**config.mk**
```make
export PLATFORM = sky130hd
export DESIGN_NAME = jtframe_prog_merge
export DESIGN_NICKNAME = d
export VERILOG_FILES = /design/src/rtl/jtframe_prog_pkg.sv /design/src/rtl/jtframe_prog_fifo.sv /design/src/rtl/jtframe_prog_merge.sv
export SDC_FILE = /design/constraint.sdc
export NUM_CORES = 1
export LEC_CHECK = 0
export BUFFER_PORTS_ARGS = -buffer_cell sky130_fd_sc_hd__buf_2
export CAP_MARGIN = 25
export CORE_MARGIN = 2
export CORE_UTILIZATION = 55
export DETAILED_ROUTE_END_ITERATION = 8
export GPL_TIMING_DRIVEN = 0
export PLACE_DENSITY = 0.76
export SLEW_MARGIN = 20
export SYNTH_ARGS = -nofsm -noshare
export SYNTH_HDL_FRONTEND = slang
export SYNTH_SLANG_ARGS = --single-unit
```
**constraint.sdc**
```tcl
create_clock -name clk -period 7.1 [get_ports clk]
set_input_delay 0.71 -clock clk [delete_from_list [all_inputs] [get_ports clk]]
set_output_delay 0.71 -clock clk [all_outputs]
set_load 0.05 [all_outputs]
```
**src/rtl/jtframe_prog_pkg.sv**
```systemverilog
// Shared types for the ROM-download write path: the queued SDRAM write entry
// and the output FSM state encoding.
package jtframe_prog_pkg;

  typedef struct packed {
    logic [22:1] addr;
    logic [15:0] data;
    logic [1:0]  mask;
  } prog_entry_t;

  localparam logic [0:0] ST_IDLE = 1'b0;
  localparam logic [0:0] ST_WR   = 1'b1;

  localparam prog_entry_t PROG_RST = '{addr: 22'd0, data: 16'd0, mask: 2'b11};

  // Mask is active-low: a single-byte write has exactly one bit set.
  function automatic logic is_byte_mask(input logic [1:0] mask);
    return (mask == 2'b10) || (mask == 2'b01);
  endfunction

endpackage

```
**src/rtl/jtframe_prog_fifo.sv**
```systemverilog
// Synchronous FIFO of prog_entry_t; the head is read combinationally so the
// output stage can load it in the same cycle it pops.
module jtframe_prog_fifo
  import jtframe_prog_pkg::*;
#(
  parameter int DEPTH = 4
) (
  input  logic                   clk,
  input  logic                   rst_n,
  input  logic                   push,
  input  prog_entry_t            push_data,
  input  logic                   pop,
  output prog_entry_t            head,
  output logic                   full,
  output logic                   empty,
  output logic [$clog2(DEPTH):0] count
);

  localparam int AW = $clog2(DEPTH);
  localparam int CW = AW + 1;
  localparam logic [CW-1:0] FULL_CNT = DEPTH[CW-1:0];

  prog_entry_t   mem [DEPTH];
  logic [AW-1:0] wr_ptr_q, wr_ptr_d, rd_ptr_q, rd_ptr_d;
  logic [CW-1:0] count_q, count_d;
  logic          wr_en, rd_en;

  assign empty = (count_q == '0);
  assign full  = (count_q == FULL_CNT);
  assign count = count_q;
  assign head  = mem[rd_ptr_q];

  // A push into a full FIFO is legal only when the head leaves in the same cycle.
  assign rd_en = pop && !empty;
  assign wr_en = push && (!full || rd_en);

  always_comb begin
    wr_ptr_d = wr_ptr_q;
    rd_ptr_d = rd_ptr_q;
    count_d  = count_q;
    if (wr_en) wr_ptr_d = wr_ptr_q + AW'(1);
    if (rd_en) rd_ptr_d = rd_ptr_q + AW'(1);
    if (wr_en && !rd_en) count_d = count_q + CW'(1);
    if (rd_en && !wr_en) count_d = count_q - CW'(1);
  end

  always_ff @(posedge clk) begin
    if (wr_en) mem[wr_ptr_q] <= push_data;
  end

  always_ff @(posedge clk or negedge rst_n) begin
    if (!rst_n) begin
      wr_ptr_q <= '0;
      rd_ptr_q <= '0;
      count_q  <= '0;
    end else begin
      wr_ptr_q <= wr_ptr_d;
      rd_ptr_q <= rd_ptr_d;
      count_q  <= count_d;
    end
  end

endmodule

```
**src/rtl/jtframe_prog_merge.sv**
```systemverilog
// ROM-download write merger: pairs byte writes into half-words (when built with
// JTFRAME_PROG_MERGE_EN), queues them and issues them one by one to the SDRAM.
module jtframe_prog_merge
  import jtframe_prog_pkg::*;
#(
  parameter int DEPTH   = 4,
  parameter int IDLE_TO = 16
) (
  input  logic        clk,
  input  logic        rst_n,
  input  logic        downloading,
  input  logic [22:1] in_addr,
  input  logic [15:0] in_data,
  input  logic [1:0]  in_mask,
  input  logic        in_we,
  output logic        in_ack,
  output logic [22:1] prog_addr,
  output logic [15:0] prog_data,
  output logic [1:0]  prog_mask,
  output logic        prog_we,
  input  logic        sdram_ack,
  output logic        done
);

  localparam int CW = $clog2(DEPTH) + 1;

  prog_entry_t   in_entry, push_entry, head;
  logic          push, pop, full, empty, accept, hold_busy;
  logic [CW-1:0] count;
  logic          in_ack_q;

  assign in_entry = '{addr: in_addr, data: in_data, mask: in_mask};

  jtframe_prog_fifo #(.DEPTH(DEPTH)) u_fifo (
    .clk       (clk),
    .rst_n     (rst_n),
    .push      (push),
    .push_data (push_entry),
    .pop       (pop),
    .head      (head),
    .full      (full),
    .empty     (empty),
    .count     (count)
  );

`ifdef JTFRAME_PROG_MERGE_EN
  localparam int IW = $clog2(IDLE_TO + 1);

  prog_entry_t   hold_q, hold_d;
  logic          hold_vld_q, hold_vld_d, flush_pend_q, flush_pend_d;
  logic [IW-1:0] idle_q, idle_d;
  logic          in_byte, pair, room2, flush_due;

  assign in_byte   = is_byte_mask(in_mask);
  assign pair      = hold_vld_q && in_byte && (in_addr == hold_q.addr) && (in_mask == ~hold_q.mask);
  assign room2     = (count <= CW'(DEPTH - 2));
  assign flush_due = hold_vld_q && (flush_pend_q || (idle_q >= IW'(IDLE_TO)) || !downloading);
  // Any non-merging write while holding pushes the held entry, so it needs two slots.
  assign accept    = in_we && !in_ack_q && !full && !flush_due && (pair || !hold_vld_q || room2);
  assign hold_busy = hold_vld_q;

  always_comb begin
    hold_d       = hold_q;
    hold_vld_d   = hold_vld_q;
    flush_pend_d = flush_pend_q;
    push         = 1'b0;
    push_entry   = in_entry;
    idle_d       = idle_q;
    if (!hold_vld_q)                    idle_d = '0;
    else if (idle_q < IW'(IDLE_TO))     idle_d = idle_q + IW'(1);
    if (accept) begin
      idle_d = '0;
      if (!hold_vld_q) begin
        if (in_byte) begin
          hold_d     = in_entry;
          hold_vld_d = 1'b1;
        end else begin
          push = 1'b1;
        end
      end else if (pair) begin
        push            = 1'b1;
        push_entry.mask = 2'b00;
        push_entry.data = (hold_q.mask == 2'b10) ? {in_data[15:8], hold_q.data[7:0]}
                                                 : {hold_q.data[15:8], in_data[7:0]};
        hold_vld_d      = 1'b0;
      end else begin
        // A full-word write parks behind the held entry and leaves next cycle.
        push         = 1'b1;
        push_entry   = hold_q;
        hold_d       = in_entry;
        hold_vld_d   = 1'b1;
        flush_pend_d = !in_byte;
      end
    end else if (flush_due && !full) begin
      push         = 1'b1;
      push_entry   = hold_q;
      hold_vld_d   = 1'b0;
      flush_pend_d = 1'b0;
      idle_d       = '0;
    end
  end

  always_ff @(posedge clk or negedge rst_n) begin
    if (!rst_n) begin
      hold_q       <= PROG_RST;
      hold_vld_q   <= 1'b0;
      flush_pend_q <= 1'b0;
      idle_q       <= '0;
    end else begin
      hold_q       <= hold_d;
      hold_vld_q   <= hold_vld_d;
      flush_pend_q <= flush_pend_d;
      idle_q       <= idle_d;
    end
  end
`else
  localparam int unused_idle_to = IDLE_TO;
  logic unused_count;

  assign unused_count = ^count;
  assign accept       = in_we && !in_ack_q && !full;
  assign push         = accept;
  assign push_entry   = in_entry;
  assign hold_busy    = 1'b0;
`endif

  logic [0:0]  state_q, state_d;
  prog_entry_t prog_q, prog_d;
  logic        prog_we_q, prog_we_d;

  always_comb begin
    state_d   = state_q;
    prog_d    = prog_q;
    prog_we_d = prog_we_q;
    pop       = 1'b0;
    case (state_q)
      ST_IDLE: if (!empty) begin
        prog_d    = head;
        prog_we_d = 1'b1;
        pop       = 1'b1;
        state_d   = ST_WR;
      end
      ST_WR: if (sdram_ack) begin
        prog_we_d = 1'b0;
        state_d   = ST_IDLE;
      end
    endcase
  end

  always_ff @(posedge clk or negedge rst_n) begin
    if (!rst_n) begin
      state_q   <= ST_IDLE;
      prog_q    <= PROG_RST;
      prog_we_q <= 1'b0;
      in_ack_q  <= 1'b0;
    end else begin
      state_q   <= state_d;
      prog_q    <= prog_d;
      prog_we_q <= prog_we_d;
      in_ack_q  <= accept;
    end
  end

  assign in_ack    = in_ack_q;
  assign prog_addr = prog_q.addr;
  assign prog_data = prog_q.data;
  assign prog_mask = prog_q.mask;
  assign prog_we   = prog_we_q;
  assign done      = !downloading && !hold_busy && empty && !prog_we_q;

endmodule

```
==> results_dict.tcl, run 1 <==
set metrics [dict create \
    status "finished clean" \
    placed_area_um2 8728 \
    fin_crit_ps 2499 \
    placed_cells 609 \
    final_antenna_net_count 0 \
    drive_gt1_frac 0.4797 \
    syn_area_um2 7950 \
    drv_slew 0 \
    hold_path_class "in2async" \
    drt_iter0_drc 256 \
    yosysWarnings 0 \
    die_h_um 124.2 \
    layout.cells.most_common "edfxtp_1" \
    path_buf_inv 1 \
    ir_drop_uv 303.6 \
    tritoncts "yes" \
    finalInstanceArea_um2 9419 \
    stdcell_count 648 \
    p_leak_uw 0.003524 \
    fin_skew_ps 20.95 \
    gp_congestion 0.6895 \
    arrival_ps 1790 \
    grt.overflow.total 0 \
    htreeDepth 1 \
    critPathLaunchType "flop" \
    yosysSeqAreaShare 0.7620 \
    post_cts_buffers 0 \
    postCtsHoldBufs 0 \
    crit_family "simple AND/OR/NAND/NOR gates" \
    clock-sinks 210 \
    nFillCells 927 \
    track_usage 0.1772 \
    numCtsBuffers 21 \
    clk_path_buf_depth 3 \
    clkTransAtPathRegs_ps 60 \
    grt.met1_usage 0.2441 \
    max_slew.worst_pin.slew_ps 791.2 \
    rsz0062_at_grt "false" \
    hpwlAfterDp_mm 8.086 \
    syn_nets 389 \
    routed_wl_mm 13.27 \
    r2r_slack_ps 4730 \
    slew_headroom 0.4725 \
    fin_crit_sh 0.3520 \
    rr_startpoint "u_fifo.count[2]" \
    drtPass1Iterations 4 \
    root_buffer "clkbuf_16" \
    syn_area_per_cell_um2 23.52 \
    hold_violations 0 \
    die_w_um 124.2 \
    synth_cell_types 27 \
    fin_setup_tns_ps 0 \
    grt_pass1_wl_mm 21.42 \
    vias 3549 \
    fin_util 0.6733 \
    cts-resized-gates 0 \
    fmax_mhz 400.1 \
    worstReg2RegEnd "u_fifo.count[2]" \
    clock_latency_ps 490 \
    ys_ff_latch 210 \
    max_cap_violations 0 \
    grt_max_degree 51 \
    vias_per_cell 5.477 \
    dieArea_um2 15430 \
    cp_slowest_cell "dfrtp_1" \
    path_max_fanout 4 \
    core_um2 13990 \
    postSynthCellCount 338 \
    final_cell_mix "edfxtp_1 (160), buf_2 (87), dfrtp_1 (48)" \
    worstSetupPathType "reg2out" \
    antenna_found_initial 1 \
    grt_pass1_vias 3874 \
    path_cells "nor3_2, nor3b_1, buf_2" \
    num_rows 43 \
    cp-end-kind "output pin" \
    finalPower_uw 4481 \
    io_buffers 87 \
    use_met3 0.03184 \
    pin_count 88 \
    syn_to_final_growth_pct 18.48 \
    r2r.worst_path.cells 9 \
    route.detailed.drc 0 \
    grt.busiest_layer "met2" \
    crit_required_ps 6390 \
    wl_per_cell_um 20.48 \
    fin_nets 503 \
    cp_slowest_stage_delay_ps 440 \
    p_per_area_nw_per_um2 475.7 \
    grt_use_met2 0.2973 \
    setup_viol 0 \
    start_util 0.5683 \
]
==> per-layer routing <==
metal | up-vias | wire length (µm)
met4 | 0 | 269
met1 | 1850 | 5682
met2 | 86 | 6702
li1 | 1588 | -
met5 | - | 0
met3 | 25 | 614
==> worst max path at each step <==
stage / cells past startpoint / endpoint / start / slack, ps
floorplan: 1 / done / downloading / 4520
global placement: 4 / u_fifo.mem[0][0] / in_we / 3710
detailed placement: 5 / u_fifo.mem[0][0] / in_we / 4520
CTS: 3 / done / u_fifo.count[2] / 4590
global route: 3 / done / u_fifo.count[2] / 4530
finish: 3 / done / u_fifo.count[2] / 4600
==> registers in the layout, summed over array words and instances, names as in the netlist <==
name and cells:
u_fifo.mem 160, state_q 1, prog_mask 2, in_ack 1
u_fifo.count 3, prog_data 16, prog_addr 22, u_fifo.wr_ptr_q 2
prog_we 1, u_fifo.rd_ptr_q 2
==> cell type report <==
type,count,area (µm²),share of cell area
inverters,7,26.28,0.002790
clock inverters,13,127.6,0.01355
plain buffers,14,133.9,0.01421
well taps,180,225.2,0.02391
multi-input cells,107,1737,0.1844
repair buffers,91,548.0,0.05818
clock buffers,25,560.5,0.05951
flip-flops and latches,210,6058,0.6432
diodes,1,2.502,0.0002657
==> cell usage after synthesis <==
| cell type | count | area share |
|---|---|---|
| clkbuf_1 | 1 | 0.00047 |
| buf_12 | 1 | 0.0025 |
| nand2_1 | 1 | 0.00047 |
| buf_6 | 7 | 0.0099 |
| xnor2_1 | 2 | 0.0022 |
| nor2_2 | 1 | 0.00079 |
| and2_1 | 4 | 0.0031 |
| dfstp_2 | 2 | 0.0066 |
| a21o_1 | 1 | 0.00094 |
| dfrtp_1 | 48 | 0.15 |
| nor3b_1 | 2 | 0.0019 |
| edfxtp_1 | 160 | 0.60 |
| mux2_4 | 29 | 0.055 |
| xor2_1 | 4 | 0.0044 |
| inv_1 | 7 | 0.0033 |
| mux4_2 | 38 | 0.11 |
| ha_1 | 5 | 0.0079 |
| fa_1 | 1 | 0.0025 |
| nor3_2 | 1 | 0.0013 |
| mux2i_1 | 2 | 0.0025 |
| buf_1 | 3 | 0.0014 |
| a311oi_4 | 1 | 0.0033 |
| mux2_2 | 12 | 0.017 |
| nor2_1 | 1 | 0.00047 |
| mux4_1 | 2 | 0.0066 |
| buf_8 | 1 | 0.0019 |
| buf_2 | 1 | 0.00063 |
==> worst reg2reg max path: stages, from the launching register on <==
cell and delay [ps]:
dfrtp_1 440, nor3_2 110, nor2_2 380, buf_6 250, ha_1 220, inv_1 70
fa_1 390, xor2_1 150, nor2_1 100, xor2_1 180
==> metrics by stage <==
step	setup slack, ps	hold WS [ps]
2_1_floorplan	4522	414.4
3_3_place_gp	3714	485.1
3_5_place_dp	4520	493.4
4_1_cts	4590	297.3
5_1_grt	4531	334.9
6_report	4601	271.3
==> report_power, final <==
| part | switching, µW | internal, µW | total (µW) |
|---|---|---|---|
| registers | 120 | 1650 | 1770 |
| clock network | 442 | 641 | 1080 |
| logic | 943 | 688 | 1630 |
==> logic make-up after synthesis <==
kind of cell / Yosys count / synth area share
XOR/XNOR: 6 / 0.006610
flip-flops: 210 / 0.7620
AO/OA/AOI/OAI: 2 / 0.004250
multiplexers: 83 / 0.1885
adder cells (fa/ha/maj): 6 / 0.01039
AND/OR/NAND/NOR: 10 / 0.008025
buffers and inverters: 21 / 0.02014
No activity file was read; power rests on OpenSTA's default activity.
==> run 2, diff against run 1 <==
--- a/config.mk
+++ b/config.mk
@@ -5,13 +5,14 @@
 export SDC_FILE = /design/constraint.sdc
 export NUM_CORES = 1
 export LEC_CHECK = 0
+export ABC_AREA = 1
 export BUFFER_PORTS_ARGS = -buffer_cell sky130_fd_sc_hd__buf_2
 export CAP_MARGIN = 25
 export CORE_MARGIN = 2
 export CORE_UTILIZATION = 55
 export DETAILED_ROUTE_END_ITERATION = 8
 export GPL_TIMING_DRIVEN = 0
-export PLACE_DENSITY = 0.76
+export PLACE_DENSITY = 0.75
 export SLEW_MARGIN = 20
 export SYNTH_ARGS = -nofsm -noshare
 export SYNTH_HDL_FRONTEND = slang
==> constraint.sdc (replaced) <==
create_clock -name clk -period 2.3 [get_ports clk]
set_input_delay 0.23 -clock clk [delete_from_list [all_inputs] [get_ports clk]]
set_output_delay 0.23 -clock clk [all_outputs]
set_load 0.05 [all_outputs]
==> run 2 against run 1 <==
Critical path depth rose by 2. Via count increased by 69%. Largest cell class unchanged. Design area up 15%. Wire length increased by 38%. Total power grew to 3.3 times the previous value. Sequential power rose to 3.0 times the previous value. Clock-buffer cell count increased by 5. Combinational power grew to 3.7 times the previous value. Worst hold slack worse by 250 ps. Clock power rose to 3.1 times the previous value.
==> results_dict.tcl, run 2 <==
set metrics [dict create \
    fin_crit_ps 2133 \
    crit_required_ps 2490 \
    postSynthCellCount 858 \
    synthArstFlopShare 0.2381 \
    stdcell_count 1249 \
    layout.cells.most_common "nand2_1" \
    track_usage 0.2188 \
    dieArea_um2 17000 \
    io_buffers 87 \
    syn_area_per_cell_um2 10.24 \
    fin_setup_tns_ps 0 \
    ys_ff_latch 210 \
    critPathLaunchType "flop" \
    fin_crit_sh 0.9274 \
    p_leak_uw 0.005226 \
    regMostFlops "u_fifo.mem" \
    slew_headroom 0.4770 \
    drtPass1Iterations 5 \
    power_frac_clock 0.227 \
    synth_enable_flop_cells 160 \
    numCtsBuffers 22 \
    yosys.cell_count.top_type "nand2_1" \
    drive_gt1_frac 0.1655 \
    hpwlAfterDp_mm 11.12 \
    combPwrFrac 0.409 \
    fin_util 0.6845 \
    grt_pass1_vias 5765 \
    max_slew.worst_pin.slew_ps 782.7 \
    arrival_ps 2330 \
    rsz0062_at_grt "false" \
    route.detailed.drc 0 \
    power.switching_uw 5952 \
    clock_latency_ps 500 \
    placed_area_um2 9679 \
    p_per_area_nw_per_um2 1365 \
    htreeDepth 1 \
    postCtsHoldBufs 42 \
    power.share.sequential 0.364 \
    drt_iter0_drc 364 \
    vias 5984 \
    cts-resized-gates 0 \
    fin_skew_ps 10.00 \
    post_cts_buffers 0 \
    syn_to_final_growth_pct 22.89 \
    ir_drop_uv 848.7 \
    grt.overflow.total 0 \
    hold_path_class "in2reg" \
    gp_congestion 0.7146 \
    final_cell_mix "nand2_1 (331), inv_1 (173), edfxtp_1 (160)" \
    core_um2 15770 \
    regArea_um2 6058 \
    yosysSeqAreaShare 0.6897 \
    grt_max_degree 51 \
    clock-sinks 210 \
    status "finished clean" \
    placed_cells 1167 \
    multiInputGateArea_um2 1879 \
    synthFlopType "edfxtp_1" \
    yosysWarnings 0 \
    antennaDiodeCount 0 \
    antenna_found_initial 0 \
    die_h_um 130.4 \
    synthDominantAreaCellType "edfxtp_1" \
    worstSetupPathType "reg2reg" \
    finalInstanceArea_um2 10790 \
    pin_count 88 \
    synth.top_cell.area_share 0.5470 \
    clk_path_buf_depth 3 \
    hold_violations 0 \
    grt_pass1_wl_mm 28.27 \
    nFillCells 1196 \
    routed_wl_mm 18.29 \
    syn_nets 909 \
    clkTransAtPathRegs_ps 60 \
    fmax_mhz 468.8 \
    path_max_fanout 21 \
    yosys-top-cells-count "nand2_1 (331), inv_1 (173), edfxtp_1 (160), nand3_1 (82), dfrtp_1 (48)" \
    netlist_top_cells_area "edfxtp_1 (55%), nand2_1 (14%), dfrtp_1 (14%), inv_1 (7.4%), nand3_1 (4.7%)" \
    largest_reg_flops 160 \
    setup_viol 0 \
    cp-end-kind "flop" \
    wl_per_cell_um 14.64 \
    max_cap_violations 0 \
    num_rows 46 \
    synth_cell_types 21 \
    start_util 0.5570 \
    drv_slew 0 \
    final_antenna_net_count 0 \
    syn_area_um2 8783 \
    vias_per_cell 4.791 \
    p_sw_frac 0.4039 \
    die_w_um 130.4 \
    root_buffer "clkbuf_16" \
    tritoncts "yes" \
    fin_nets 1068 \
    internal-power_uw 8783 \
]
[run 2: through the flow]
step	total power, µW	hold slack [ps]	setup WS [ps]
final	14730	24.79	166.9
after detailed placement	11380	334.9	174.8
after global placement	11080	441.5	-853.1
after CTS	14840	13.12	147.1
after global routing	15700	22.82	54.41
after floorplan	9656	-65.59	-95.99
[run 2: power groups by stage]
stage / clock network, µW / registers (µW) / logic, µW
final: 3350 / 5360 / 6020
after global routing: 3570 / 5450 / 6680
after CTS: 3420 / 5370 / 6060
after detailed placement: 0 / 5440 / 5950
after global placement: 0 / 5450 / 5630
after floorplan: 0 / 6670 / 2980
[run 2: cells by family after synthesis]
family | share of synthesized area
adder cells (fa/ha/maj) | 0.009402
AO/OA/AOI/OAI | 0.001709
buffers and inverters | 0.09972
AND/OR/NAND/NOR | 0.1954
flip-flops | 0.6897
XOR/XNOR | 0.003989
[run 2: path summary, 6_finish.rpt]
path | start | endpoint | slack, ps | depth (start not counted)
min reg2reg | prog_mask[0] | prog_mask[0] | 460 | 2
max in group asynchronous | rst_n | prog_data[4] | 1480 | 2
max | u_fifo.count[1] | u_fifo.mem[2][7] | 170 | 5
max reg2reg | u_fifo.count[1] | u_fifo.mem[2][7] | 170 | 5
min | in_we | u_fifo.wr_ptr_q[0] | 20 | 3
min in group asynchronous | rst_n | prog_addr[8] | 330 | 2
[run 2: area by class of cell]
type                       instances  area share
buffer                            34     0.01901
inverter                         178     0.06213
clock inverter                    10    0.006723
sequential                       210      0.5613
timing repair buffer             135     0.09412
clock buffer                      30     0.05761
multi-input combinational        436      0.1741
tap                              216     0.02504
[run 2: layer usage]
metal | wire length (µm) | part of all wire | track usage
met5 | 0 | 0 | 0
met4 | 251 | 0.014 | 0.05507
met3 | 1155 | 0.063 | 0.03624
met2 | 9517 | 0.52 | 0.4059
met1 | 7365 | 0.40 | 0.2683
[run 2: worst max-delay path, stage by stage (launching register included)]
cell	delay, ps
dfrtp_1	370
inv_2	60
nand3_1	150
nand3_2	280
nor2_4	700
buf_16	260
==> run 3, diff against run 2 <==
--- a/config.mk
+++ b/config.mk
@@ -13,6 +13,7 @@
 export DETAILED_ROUTE_END_ITERATION = 8
 export GPL_TIMING_DRIVEN = 0
 export PLACE_DENSITY = 0.75
+export SETUP_SLACK_MARGIN = 0.4
 export SLEW_MARGIN = 20
 export SYNTH_ARGS = -nofsm -noshare
 export SYNTH_HDL_FRONTEND = slang
==> constraint.sdc (replaced) <==
create_clock -name clk -period 2.3 [get_ports clk]
set_input_delay 0.23 -clock clk [delete_from_list [all_inputs] [get_ports clk]]
set_output_delay 0.23 -clock clk [all_outputs]
set_load 0.01 [all_outputs]
==> run 3 against run 2 <==
Maximum frequency up 15%. Die area is the same. Sequential power about the same. Critical path depth rose by 4. Clock skew barely moved. Global-route usage up 0.67 points.
==> results_dict.tcl, run 3 (synthesis results as in run 2) <==
set metrics [dict create \
    clk_path_buf_depth 3 \
    status "finished clean" \
    worstSetupPathType "reg2reg" \
    route.detailed.drc 0 \
    antennaDiodeCount 0 \
    grt.overflow.total 0 \
    grt_max_degree 51 \
    die_w_um 130.4 \
    min_from "in_we" \
    drive_gt1_frac 0.1769 \
    rr_startpoint "u_fifo.count[1]" \
    pin_count 88 \
    numCtsBuffers 22 \
    num_rows 46 \
    clkTransAtPathRegs_ps 60 \
    max_cap_violations 0 \
    grt_pass1_vias 5860 \
    tritoncts "yes" \
    critPathLaunchType "flop" \
    arrival_ps 2280 \
    hpwlAfterDp_mm 11.12 \
    fin_util 0.6945 \
    drt_iter0_drc 412 \
    clock-sinks 210 \
    fin_nets 1081 \
    crit_required_ps 2720 \
    cp-startpoint "u_fifo.count[1]" \
    drv_slew 0 \
    die_h_um 130.4 \
    fin_skew_ps 10.30 \
    layout.cells.most_common "nand2_1" \
    fin_crit_ps 1858 \
    vias 6062 \
    root_buffer "clkbuf_16" \
    path_max_fanout 5 \
    htreeDepth 1 \
    grt_pass1_wl_mm 29.08 \
    worst_hold_path.num_cells 3 \
    fmax_mhz 538.1 \
    fin_ws_ps 441.6 \
    worstReg2RegEnd "u_fifo.count[1]" \
    io_buffers 87 \
    slew_headroom 0.5141 \
    hold_path_class "in2reg" \
    routed_wl_mm 18.95 \
    vias_per_cell 4.803 \
    gp_congestion 0.7146 \
    r2r.worst_path.cells 9 \
    cp-end-kind "flop" \
    start_util 0.5570 \
    fin_crit_sh 0.8080 \
    p_per_area_nw_per_um2 1271 \
    dieArea_um2 17000 \
    clock_latency_ps 500 \
    core_um2 15770 \
    final_antenna_net_count 0 \
    holdWs_ps 19.45 \
    max_slew.worst_pin.slew_ps 728.9 \
    antenna_found_initial 0 \
    final_cell_mix "nand2_1 (331), inv_1 (173), edfxtp_1 (160)" \
    drtPass1Iterations 5 \
    r2r_slack_ps 440 \
    syn_to_final_growth_pct 24.70 \
    p_leak_uw 0.005304 \
    wl_per_cell_um 15.02 \
    regMostFlops "u_fifo.mem" \
    holdPathEnd "in_ack" \
    setup_viol 0 \
    largest_reg_flops 160 \
    track_usage 0.2255 \
    hold_violations 0 \
    ir_drop_uv 743.0 \
    rsz0062_at_grt "true" \
    stdcell_count 1262 \
    placed_cells 1167 \
    post-place-ws_ps 174.8 \
]
==> run 3: cell count changes in the layout (fill, tap and decap cells not counted), sizes merged <==
cell,delta
buf,+12
nor2,+1
==> run 3: layout make-up <==
cell class,count,area (µm²)
timing repair buffer,147,1144
sequential,210,6058
multi-input combinational,437,1901
inverter,178,673.1
buffer,34,212.7
fill,1156,4817
tap,216,270.3
clock buffer,30,621.8
clock inverter,10,72.57
==> run 3: routing by layer <==
metal / global-route usage / up-vias / routed length, µm
li1: - / 3002 / -
met3: 0.03787 / 24 / 1221
met1: 0.2754 / 2843 / 7559
met2: 0.4173 / 193 / 9884
met5: 0 / - / 0
met4: 0.06070 / 0 / 286
==> run 3: timing repair <==
action	in CTS	in global routing
gates cloned	1	0
resized for setup	4	3
pin swaps	4	3
buffers inserted	8	4
hold endpoints to repair	209	0
setup endpoints to repair	99	47
hold buffers	42	0
==> run 3: power breakdown <==
group	internal [µW]	switching, µW	leakage, µW
sequential	5060	308	0.00206
combinational	1890	3310	0.00290
clock	2000	1360	0.000342
total	8950	4980	0.00530
==> run 3: worst max-delay path by stage <==
stage / end / slack, ps / cells after the start
CTS: u_fifo.mem[0][13] / 410 / 7
finish: u_fifo.count[1] / 440 / 9
detailed placement: u_fifo.mem[2][13] / 170 / 5
floorplan: u_fifo.mem[0][0] / 110 / 4
global placement: u_fifo.mem[1][30] / -850 / 4
global route: u_fifo.count[2] / 340 / 12
==> run 3: through the flow <==
stage / TNS [ps] / instance area, µm² / total power, µW
3_5_place_dp: 0 / 9679 / 10280
3_3_place_gp: -125850 / 9499 / 9971
6_report: 0 / 10950 / 13920
5_1_grt: 0 / 10950 / 14890
2_1_floorplan: 0 / 8793 / 8572
4_1_cts: 0 / 10920 / 13910
==> run 3: worst max-delay path, stage by stage, from the launching register on <==
cell,delay [ps]
dfrtp_1,390
inv_2,90
nand3_2,110
nand2_4,120
inv_4,60
buf_8,120
ha_1,200
inv_1,90
fa_2,440
o21ai_1,160
